`src/rtl/fibergyro_pkg.sv`:
```
// Shared constants, state encoding and small arithmetic helpers for the
// fiber-gyro poll scheduler.
package fibergyro_pkg;

  localparam logic [7:0] CMD_HDR_DEF  = 8'hAA;
  localparam logic [7:0] CMD_CODE_DEF = 8'h55;
  localparam logic [7:0] RESP_HDR     = 8'h80;
  localparam int         RESP_LEN     = 8;

  localparam logic [2:0] S_IDLE    = 3'd0;
  localparam logic [2:0] S_SEND0   = 3'd1;
  localparam logic [2:0] S_SEND1   = 3'd2;
  localparam logic [2:0] S_RX_HDR  = 3'd3;
  localparam logic [2:0] S_RX_DATA = 3'd4;
  localparam logic [2:0] S_CHECK   = 3'd5;

  typedef enum logic [2:0] {
    ST_IDLE    = S_IDLE,
    ST_SEND0   = S_SEND0,
    ST_SEND1   = S_SEND1,
    ST_RX_HDR  = S_RX_HDR,
    ST_RX_DATA = S_RX_DATA,
    ST_CHECK   = S_CHECK
  } state_t;

  function automatic logic [7:0] sum8(input logic [7:0] a, input logic [7:0] b);
    return a + b;
  endfunction

  function automatic logic [7:0] sat_inc8(input logic [7:0] v);
    return (v == 8'hFF) ? v : v + 8'd1;
  endfunction

endpackage

```
`src/rtl/fibergyro_rx_framer.sv`:
```
// Response framer: hunts for the header byte, accumulates the 8-bit checksum and
// shifts the six payload bytes into a 48-bit buffer.
module fibergyro_rx_framer
  import fibergyro_pkg::*;
(
  input  logic        CLK,
  input  logic        RESET,
  input  logic        clr,
  input  logic        byte_vld,
  input  logic [7:0]  rx_byte,
  output logic        synced,
  output logic        frame_done,
  output logic        cksum_ok,
  output logic [47:0] data
);

  logic [2:0]  idx_r;
  logic [7:0]  sum_r;
  logic [47:0] buf_r;
  logic        done_r;
  logic        ok_r;

  // Byte index 0 means still hunting for the header; the last byte is the checksum.
  always_ff @(posedge CLK or posedge RESET) begin
    if (RESET) begin
      idx_r  <= 3'd0;
      sum_r  <= 8'd0;
      buf_r  <= 48'd0;
      done_r <= 1'b0;
      ok_r   <= 1'b0;
    end else begin
      done_r <= 1'b0;
      if (clr) begin
        idx_r <= 3'd0;
        sum_r <= 8'd0;
        buf_r <= 48'd0;
        ok_r  <= 1'b0;
      end else if (byte_vld) begin
        if (idx_r == 3'd0) begin
          if (rx_byte == RESP_HDR) begin
            sum_r <= rx_byte;
            idx_r <= 3'd1;
          end
        end else if (idx_r == 3'(RESP_LEN - 1)) begin
          ok_r   <= (rx_byte == sum_r);
          done_r <= 1'b1;
          idx_r  <= 3'd0;
        end else begin
          sum_r <= sum8(sum_r, rx_byte);
          buf_r <= {buf_r[39:0], rx_byte};
          idx_r <= idx_r + 3'd1;
        end
      end
    end
  end

  assign synced     = (idx_r != 3'd0);
  assign frame_done = done_r;
  assign cksum_ok   = ok_r;
  assign data       = buf_r;

endmodule

```
`src/rtl/fibergyro_poll_sched.sv`:
```
// Autonomous poll scheduler: periodically writes a 2-byte command to the UART core,
// collects the 8-byte gyro response and publishes validated rate words.
module fibergyro_poll_sched
  import fibergyro_pkg::*;
#(
  parameter int         POLL_DIV = 100000,
  parameter int         TIMEOUT  = 20000,
  parameter logic [7:0] CMD_HDR  = CMD_HDR_DEF,
  parameter logic [7:0] CMD_CODE = CMD_CODE_DEF
) (
  input  logic        CLK,
  input  logic        RESET,
  input  logic        poll_en,
  input  logic        TXrd,
  input  logic        RXrd,
  input  logic [7:0]  RX,
  output logic [7:0]  TX_data,
  output logic        WEN,
  output logic        OEN,
  output logic [15:0] gyro_x,
  output logic [15:0] gyro_y,
  output logic [15:0] gyro_z,
  output logic        frame_valid,
  output logic        busy,
  output logic [15:0] frame_cnt,
  output logic [7:0]  err_cnt
);

  localparam logic [31:0] POLL_LAST = 32'(POLL_DIV - 1);
  localparam logic [31:0] TO_LAST   = 32'(TIMEOUT - 1);

  state_t      state_r;
  logic [1:0]  tx_ph_r;
  logic [31:0] poll_tmr_r;
  logic [31:0] to_cnt_r;
  logic        poll_req_r;
  logic        rx_vld_r;

  logic        wrap_s, start_s, in_rx_s, rd_busy_s, byte_vld_s;
  logic        timeout_s, strobe_s, clr_s;
  logic        synced_s, frame_done_s, cksum_ok_s;
  logic [47:0] data_s;

  assign wrap_s     = poll_en && (poll_tmr_r == POLL_LAST);
  assign start_s    = (state_r == ST_IDLE) && poll_en && (poll_req_r || wrap_s);
  assign in_rx_s    = (state_r == ST_RX_HDR) || (state_r == ST_RX_DATA);
  assign rd_busy_s  = !OEN || rx_vld_r;
  assign byte_vld_s = rx_vld_r && in_rx_s;
  // A read already in flight will capture a byte, so it beats the timeout.
  assign timeout_s  = in_rx_s && (to_cnt_r == TO_LAST) && !rd_busy_s;
  assign strobe_s   = in_rx_s && RXrd && !rd_busy_s && !timeout_s && !frame_done_s;
  assign clr_s      = (state_r == ST_SEND1) && (tx_ph_r == 2'd2);

  fibergyro_rx_framer u_framer (
    .CLK        (CLK),
    .RESET      (RESET),
    .clr        (clr_s),
    .byte_vld   (byte_vld_s),
    .rx_byte    (RX),
    .synced     (synced_s),
    .frame_done (frame_done_s),
    .cksum_ok   (cksum_ok_s),
    .data       (data_s)
  );

  // Sequencer, poll timer, timeout counter and all registered outputs.
  always_ff @(posedge CLK or posedge RESET) begin
    if (RESET) begin
      state_r     <= ST_IDLE;
      tx_ph_r     <= 2'd0;
      poll_tmr_r  <= 32'd0;
      to_cnt_r    <= 32'd0;
      poll_req_r  <= 1'b0;
      rx_vld_r    <= 1'b0;
      TX_data     <= 8'd0;
      WEN         <= 1'b1;
      OEN         <= 1'b1;
      gyro_x      <= 16'd0;
      gyro_y      <= 16'd0;
      gyro_z      <= 16'd0;
      frame_valid <= 1'b0;
      busy        <= 1'b0;
      frame_cnt   <= 16'd0;
      err_cnt     <= 8'd0;
    end else begin
      WEN         <= 1'b1;
      OEN         <= ~strobe_s;
      rx_vld_r    <= ~OEN;
      frame_valid <= 1'b0;

      if (!poll_en || wrap_s) poll_tmr_r <= 32'd0;
      else                    poll_tmr_r <= poll_tmr_r + 32'd1;

      if (start_s)     poll_req_r <= 1'b0;
      else if (wrap_s) poll_req_r <= 1'b1;

      if (!in_rx_s)                to_cnt_r <= 32'd0;
      else if (byte_vld_s)         to_cnt_r <= 32'd0;
      else if (to_cnt_r != TO_LAST) to_cnt_r <= to_cnt_r + 32'd1;

      case (state_r)
        ST_IDLE: begin
          // The start cycle doubles as the first SEND0 cycle so the strobe is not delayed.
          if (start_s) begin
            state_r <= ST_SEND0;
            busy    <= 1'b1;
            TX_data <= CMD_HDR;
            if (TXrd) begin
              WEN     <= 1'b0;
              tx_ph_r <= 2'd1;
            end else begin
              tx_ph_r <= 2'd0;
            end
          end
        end
        ST_SEND0, ST_SEND1: begin
          case (tx_ph_r)
            2'd0: begin
              if (TXrd) begin
                WEN     <= 1'b0;
                tx_ph_r <= 2'd1;
              end
            end
            2'd1: tx_ph_r <= 2'd2;
            2'd2: begin
              tx_ph_r <= 2'd0;
              if (state_r == ST_SEND0) begin
                state_r <= ST_SEND1;
                TX_data <= CMD_CODE;
              end else begin
                state_r <= ST_RX_HDR;
              end
            end
            default: tx_ph_r <= 2'd0;
          endcase
        end
        ST_RX_HDR, ST_RX_DATA: begin
          if (timeout_s) begin
            err_cnt <= sat_inc8(err_cnt);
            state_r <= ST_IDLE;
            busy    <= 1'b0;
          end else if (state_r == ST_RX_HDR && synced_s) begin
            state_r <= ST_RX_DATA;
          end else if (state_r == ST_RX_DATA && frame_done_s) begin
            state_r <= ST_CHECK;
          end
        end
        ST_CHECK: begin
          if (cksum_ok_s) begin
            gyro_x      <= data_s[47:32];
            gyro_y      <= data_s[31:16];
            gyro_z      <= data_s[15:0];
            frame_valid <= 1'b1;
            frame_cnt   <= frame_cnt + 16'd1;
          end else begin
            err_cnt <= sat_inc8(err_cnt);
          end
          state_r <= ST_IDLE;
          busy    <= 1'b0;
        end
        default: begin
          state_r <= ST_IDLE;
          busy    <= 1'b0;
        end
      endcase
    end
  end

endmodule

```
`config.mk`:
```
export PLATFORM = sky130hd
export DESIGN_NAME = fibergyro_poll_sched
export DESIGN_NICKNAME = d
export VERILOG_FILES = /design/src/rtl/fibergyro_pkg.sv /design/src/rtl/fibergyro_rx_framer.sv /design/src/rtl/fibergyro_poll_sched.sv
export SDC_FILE = /design/constraint.sdc
export NUM_CORES = 1
export LEC_CHECK = 0
export ABC_CLOCK_PERIOD_IN_PS = 10200
export CORE_ASPECT_RATIO = 0.6
export CORE_UTILIZATION = 23
export DETAILED_ROUTE_END_ITERATION = 8
export PLACE_DENSITY = 0.43
export SLEW_MARGIN = 20
export SYNTH_ARGS = -nofsm -noshare
export SYNTH_HDL_FRONTEND = slang
export SYNTH_HIERARCHICAL = 1
export SYNTH_SLANG_ARGS = --single-unit
export TNS_END_PERCENT = 10
```
`constraint.sdc`:
```
create_clock -name CLK -period 10.2 [get_ports CLK]
set_input_delay 1.02 -clock CLK [delete_from_list [all_inputs] [get_ports CLK]]
set_output_delay 1.02 -clock CLK [all_outputs]
set_load 0.1 [all_outputs]
```
==> out/metrics.cfg, run 1 <==
[finish]
syn_to_final_growth_pct=23.0
multi_input_area_mm2=0.00444
fill_cells=4545
finish.utilization_pct=29.1
final_cell_mix=nand2_1, dfrtp_1, clkdlybuf4s50_1
final_cells=1710
antenna_cells=0
regArea_mm2=0.00526
drive_above_1_share_pct=7.11
final_common_cell=nand2_1
fin_nets=1152

[routing]
drt-vias-per-instance=4.31
dr.pass1.iters=4
vias=7363
wirelength_mm=25.1
met2_length_mm=9.77
drc_errors=0
top_layer=met4
wl_met3_mm=1.02
wl_per_cell_um=14.7
drtAntennaViolNets=0
drtIter0Drc=452
wl_met1_mm=13.8

[cts]
cts_tree=yes
h-tree-depth=1
cts.repair.resized=0
clk_latency_ns=0.54
clkSlewWorstSetupHoldPaths_ns=0.06
root_buffer=clkbuf_16
cts.sinks=210
clock_path_buffers=3
postCtsHoldBufs=0
cts_buffers=24
cts_setup_buffers=0

[setup_path]
cp_max_fo=6
crit_slowest_cell=clkdlybuf4s50_1
cp.required_ns=9.18
cp-end-kind=primary output
cp_cell_sequence=clkdlybuf4s50_1
cpLargestDelayFamily=buffers and inverters
cp_data_arrival_time_ns=2.33
crit_type=flop to primary output
max_stage_delay_ns=1.17
crit_path_start_kind=flop
critPathBufInv=1

[place]
gp_congestion=0.778
post-place-cells=1668
dp_slack_ns=6.97
hpwl_mm=16.8
portBuffers=96

[logic_synthesis]
synth_top_family_by_area=simple AND/OR/NAND/NOR gates
synthDistinctLibCells=73
synth_fa_ha_area_share_pct=1.94
synth_mux_area_share_pct=0.659
synth.avg_cell_area_um2=9.63
synth_edf_count=0
ys_ff_latch=210
ys.flop_type=dfrtp_1
syn_inst=1045
yosysSeqAreaShare_pct=52.3
netlist_area_mm2=0.0101
ys_warn_count=6
synth_xor_area_share_pct=7.22
synth_compound_area_share_pct=7.73
yosys.area_share.simple_pct=26.5
async_reset_ff_share_pct=100
synth_nets=1073

[timing]
tns_ns=0
drv_slew=0
min_period_over_period_pct=32.8
min_period_ns=3.35
rsz0062_at_grt=false
slew_headroom_pct=29.6
fmax_mhz=299
hold_violations=0
tightest_slew_ns=1.05
setup_slack_ns=6.85
setup_viol=0
skew_ns=0.0264

[floorplanning]
core.rowCount=58
die_w_um=272
die_y_um=164
coreArea_mm2=0.0425
start_util_pct=23.7
dieArea_mm2=0.0446
ioPinCount=97

[worst_hold_path]
hp-class=flop to flop

[global_routing]
grt_overflow=0
antenna_found_initial=0
first_global_vias=7276
grt_use_total_pct=11.5
grt_max_degree=97
grt_pass1_wl_mm=41.6

[power_and_ir_drop]
p_per_area_mw_per_mm2=266
static-leakage-power_uw=0.00542
ir_worst_vdd_uv=238
power.total_uw=3290

[outcome]
status=finished clean

[flow_run]
cap_violations=0

==> cell families (layout without fill, tap and decap cells) <==
logic type	Yosys count	after routing
and+or+nand+nor	533	533
buffers and inverters	76	171
AOI/OAI and AO/OA	122	122
DFF	210	210
xor gates and xnor gates	83	83
adders and majority gates	15	15
muxes	6	6
==> per-layer routing <==
layer | vias up | global-route usage (%)
li1 | 3675 | -
met1 | 3538 | 18.0
met2 | 117 | 16.0
met3 | 33 | 2.28
met4 | 0 | 2.58
met5 | - | 0
==> sequential cells by signal, indices dropped and copies added (netlist names), 2 cells and up <==
register	flops
u_framer/data	48
tx_ph_r	2
gyro_x	16
TX_data	2
poll_tmr_r	32
to_cnt_r	32
u_framer/sum_r	8
gyro_z	16
gyro_y	16
state_r	3
u_framer/idx_r	3
frame_cnt	16
err_cnt	8
==> synthesized netlist by cell type, types with 6 or more instances <==
cell type | instances | area [µm²]
a21oi_1 | 14 | 70.1
a22o_1 | 6 | 52.6
and2_1 | 8 | 50.1
and3_1 | 16 | 100
and4_1 | 11 | 96.3
buf_4 | 10 | 75.1
clkbuf_1 | 27 | 101
dfrtp_1 | 208 | 5200
ha_1 | 14 | 175
inv_1 | 23 | 86.3
nand2_1 | 236 | 886
nand2b_1 | 52 | 325
nand3_1 | 35 | 175
nand4_1 | 17 | 106
nor2_1 | 87 | 327
nor3_1 | 19 | 95.1
nor4_1 | 14 | 87.6
o21ai_0 | 62 | 310
xnor2_1 | 40 | 350
xor2_1 | 43 | 377
==> report_power, final <==
group / total [µW] / internal [µW] / switching (µW)
Sequential: 1160 / 1000 / 160
Combinational: 1200 / 324 / 876
Clock: 923 / 562 / 361
Total: 3290 / 1890 / 1400
==> worst paths after layout <==
path	startpoint	end	slack [ns]	cells past startpoint
max in group asynchronous	RESET	gyro_x[2]	7.71	3
min reg2reg	u_framer/data[42]	gyro_x[10]	0.46	2
max	OEN	OEN	6.85	1
min in group asynchronous	RESET	poll_tmr_r[27]	1.07	2
max reg2reg	u_framer/idx_r[0]	u_framer/data[38]	7.19	7
min	u_framer/data[42]	gyro_x[10]	0.46	2
==> cell type report <==
class | instances | area share (%)
inverter | 25 | 0.799
multi-input combinational | 759 | 35.9
clock inverter | 12 | 1.46
timing repair buffer | 104 | 8.25
sequential | 210 | 42.5
clock buffer | 30 | 5.36
tap | 570 | 5.76
==> per-stage QoR <==
| step | hold WS, ns | area [µm²] |
|---|---|---|
| after floorplan | 0.439 | 10100 |
| after global placement | 0.457 | 11500 |
| after detailed placement | 0.451 | 11500 |
| after CTS | 0.470 | 12400 |
| after global routing | 0.490 | 12400 |
| final | 0.462 | 12400 |
Note: power is estimated with default switching activity, not from simulation.
==> inputs of run 2 (changes only) <==
Settings changed: ABC_CLOCK_PERIOD_IN_PS 10200 to 2900, PLACE_DENSITY 0.43 to 0.44.
Clock period 10.2 ns to 2.9 ns, I/O delays scaled along.
==> out/metrics.cfg, run 2 (synthesis gave the netlist of run 1 again) <==
[outcome]
status=finished clean

[setup_path]
cp_cell_sequence=nor4_1 > nand4_1 > o311ai_2 > o311ai_0 > a32o_1
crit_type=flop to flop
cp-end-kind=flop
cp.required_ns=3.31
cp_data_arrival_time_ns=2.70
max_stage_delay_ns=0.45
timing.rr.start=poll_tmr_r[12]
crit_slowest_cell=o311ai_2
crit_path_start_kind=flop
cp_max_fo=5
r2r_setup_slack_ns=0.61
critPathBufInv=0
cp-startpoint=poll_tmr_r[12]
cpLargestDelayFamily=compound AO/OA/AOI/OAI gates

[routing]
dr.pass1.iters=4
vias=7426
drc_errors=0
wirelength_mm=24.9
drt-vias-per-instance=4.30
drtAntennaViolNets=0
wl_per_cell_um=14.4
drtIter0Drc=405

[timing]
tightest_slew_ns=0.683
drv_slew=0
min_period_ns=2.29
fmax_mhz=437
rsz0062_at_grt=false
tns_ns=0
skew_ns=0.0222
hold_violations=0
min_period_over_period_pct=79.0
slew_headroom_pct=53.9
setup_viol=0

[power_and_ir_drop]
p_per_area_mw_per_mm2=943
clock_power_share_pct=29.1
ir_worst_vdd_uv=685
p_sw_uw=4920
combPwrFrac_pct=36.0
static-leakage-power_uw=0.00568
power.total_uw=11700
p_seq_share_pct=34.9
p_int_uw=6730
p_sw_share_pct=42.2

[cts]
cts.repair.resized=0
h-tree-depth=1
clkSlewWorstSetupHoldPaths_ns=0.07
clock_path_buffers=3
postCtsHoldBufs=0
cts_tree=yes
root_buffer=clkbuf_16
cts_buffers=24
cts_setup_buffers=0
clk_latency_ns=0.54
cts.sinks=210

[finish]
drive_above_1_share_pct=15.6
syn_to_final_growth_pct=22.8
fin_nets=1168
antenna_cells=0
final_common_cell=nand2_1
final_cell_mix=nand2_1, dfrtp_1, buf_4
largest_register_ffs=48
final_cells=1727

[place]
hpwl_mm=17.0
gp_congestion=0.760
post-place-cells=1684
portBuffers=96

[floorplanning]
coreArea_mm2=0.0425
start_util_pct=23.7
die_w_um=272
die_y_um=164
core.rowCount=58
dieArea_mm2=0.0446
ioPinCount=97

[flow_run]
cap_violations=0

[worst_hold_path]
hp-class=input pin to asynchronous set/reset pin

[global_routing]
grt_max_degree=63
grt_pass1_wl_mm=41.6
first_global_vias=7417
grt_overflow=0
grt_use_total_pct=11.6
antenna_found_initial=0

-- run 2: changes by cell type in the layout (fill, tap and decap cells not counted) --
cell             previous run  this run
clkbuf_16                  24        25
inv_8                       0         1
bufinv_16                   4         5
buf_12                      0         3
clkinv_8                    1         0
clkbuf_8                    4         3
clkinv_2                    4         2
clkbuf_1                    2         4
buf_4                       8       105
clkdlybuf4s50_1            96        12
-- run 2: final cells by class --
class,count,area [µm²]
Timing Repair Buffer,120,968
Tap cell,570,713
Multi-Input combinational cell,759,4440
Sequential cell,210,5260
Fill cell,4554,30200
Clock buffer,32,682
Clock inverter,11,196
Inverter,25,97.6
-- run 2: power groups by stage --
stage / clock (µW) / combinational [µW] / sequential, µW
after floorplan: 0 / 1870 / 5540
after global placement: 0 / 4230 / 4120
after detailed placement: 0 / 4240 / 4130
after CTS: 3530 / 4240 / 4080
after global routing: 3650 / 4540 / 4170
final: 3400 / 4190 / 4070
-- run 2: worst reg2reg max path, stage by stage, from the launching register on --
cell      delay (ns)
dfrtp_1         0.44
nor4_1          0.36
nand4_1         0.30
o311ai_2        0.46
o311ai_0        0.33
a32o_1          0.29
-- run 2: final timing paths --
kind,to,depth (start not counted)
hold reg to reg,gyro_x[10],2
max in group asynchronous,gyro_z[4],4
setup reg to reg,tx_ph_r[1],5
hold / removal,poll_tmr_r[27],2
min in group CLK,tx_ph_r[0],3
setup / recovery,tx_ph_r[1],5
-- run 2: through the flow --
step | instance area (µm²) | util (%) | setup WS (ns) | hold slack [ns]
after detailed placement | 11500 | 27.0 | 0.439 | 0.468
after CTS | 12400 | 29.1 | 0.599 | 0.200
after global routing | 12400 | 29.1 | 0.387 | 0.203
after floorplan | 10100 | - | 0.618 | 0.397
after global placement | 11500 | 27.0 | 0.419 | 0.459
final | 12400 | 29.1 | 0.610 | 0.199
-- run 2: metal layers --
metal,share of wire [%],global-route usage [%],vias up,wire [µm]
met3,4.1,2.50,27,1020
met2,40,16.3,85,10100
met1,54,17.8,3591,13500
met4,1.5,2.30,0,381
met5,0,0,-,0
li1,-,-,3723,-
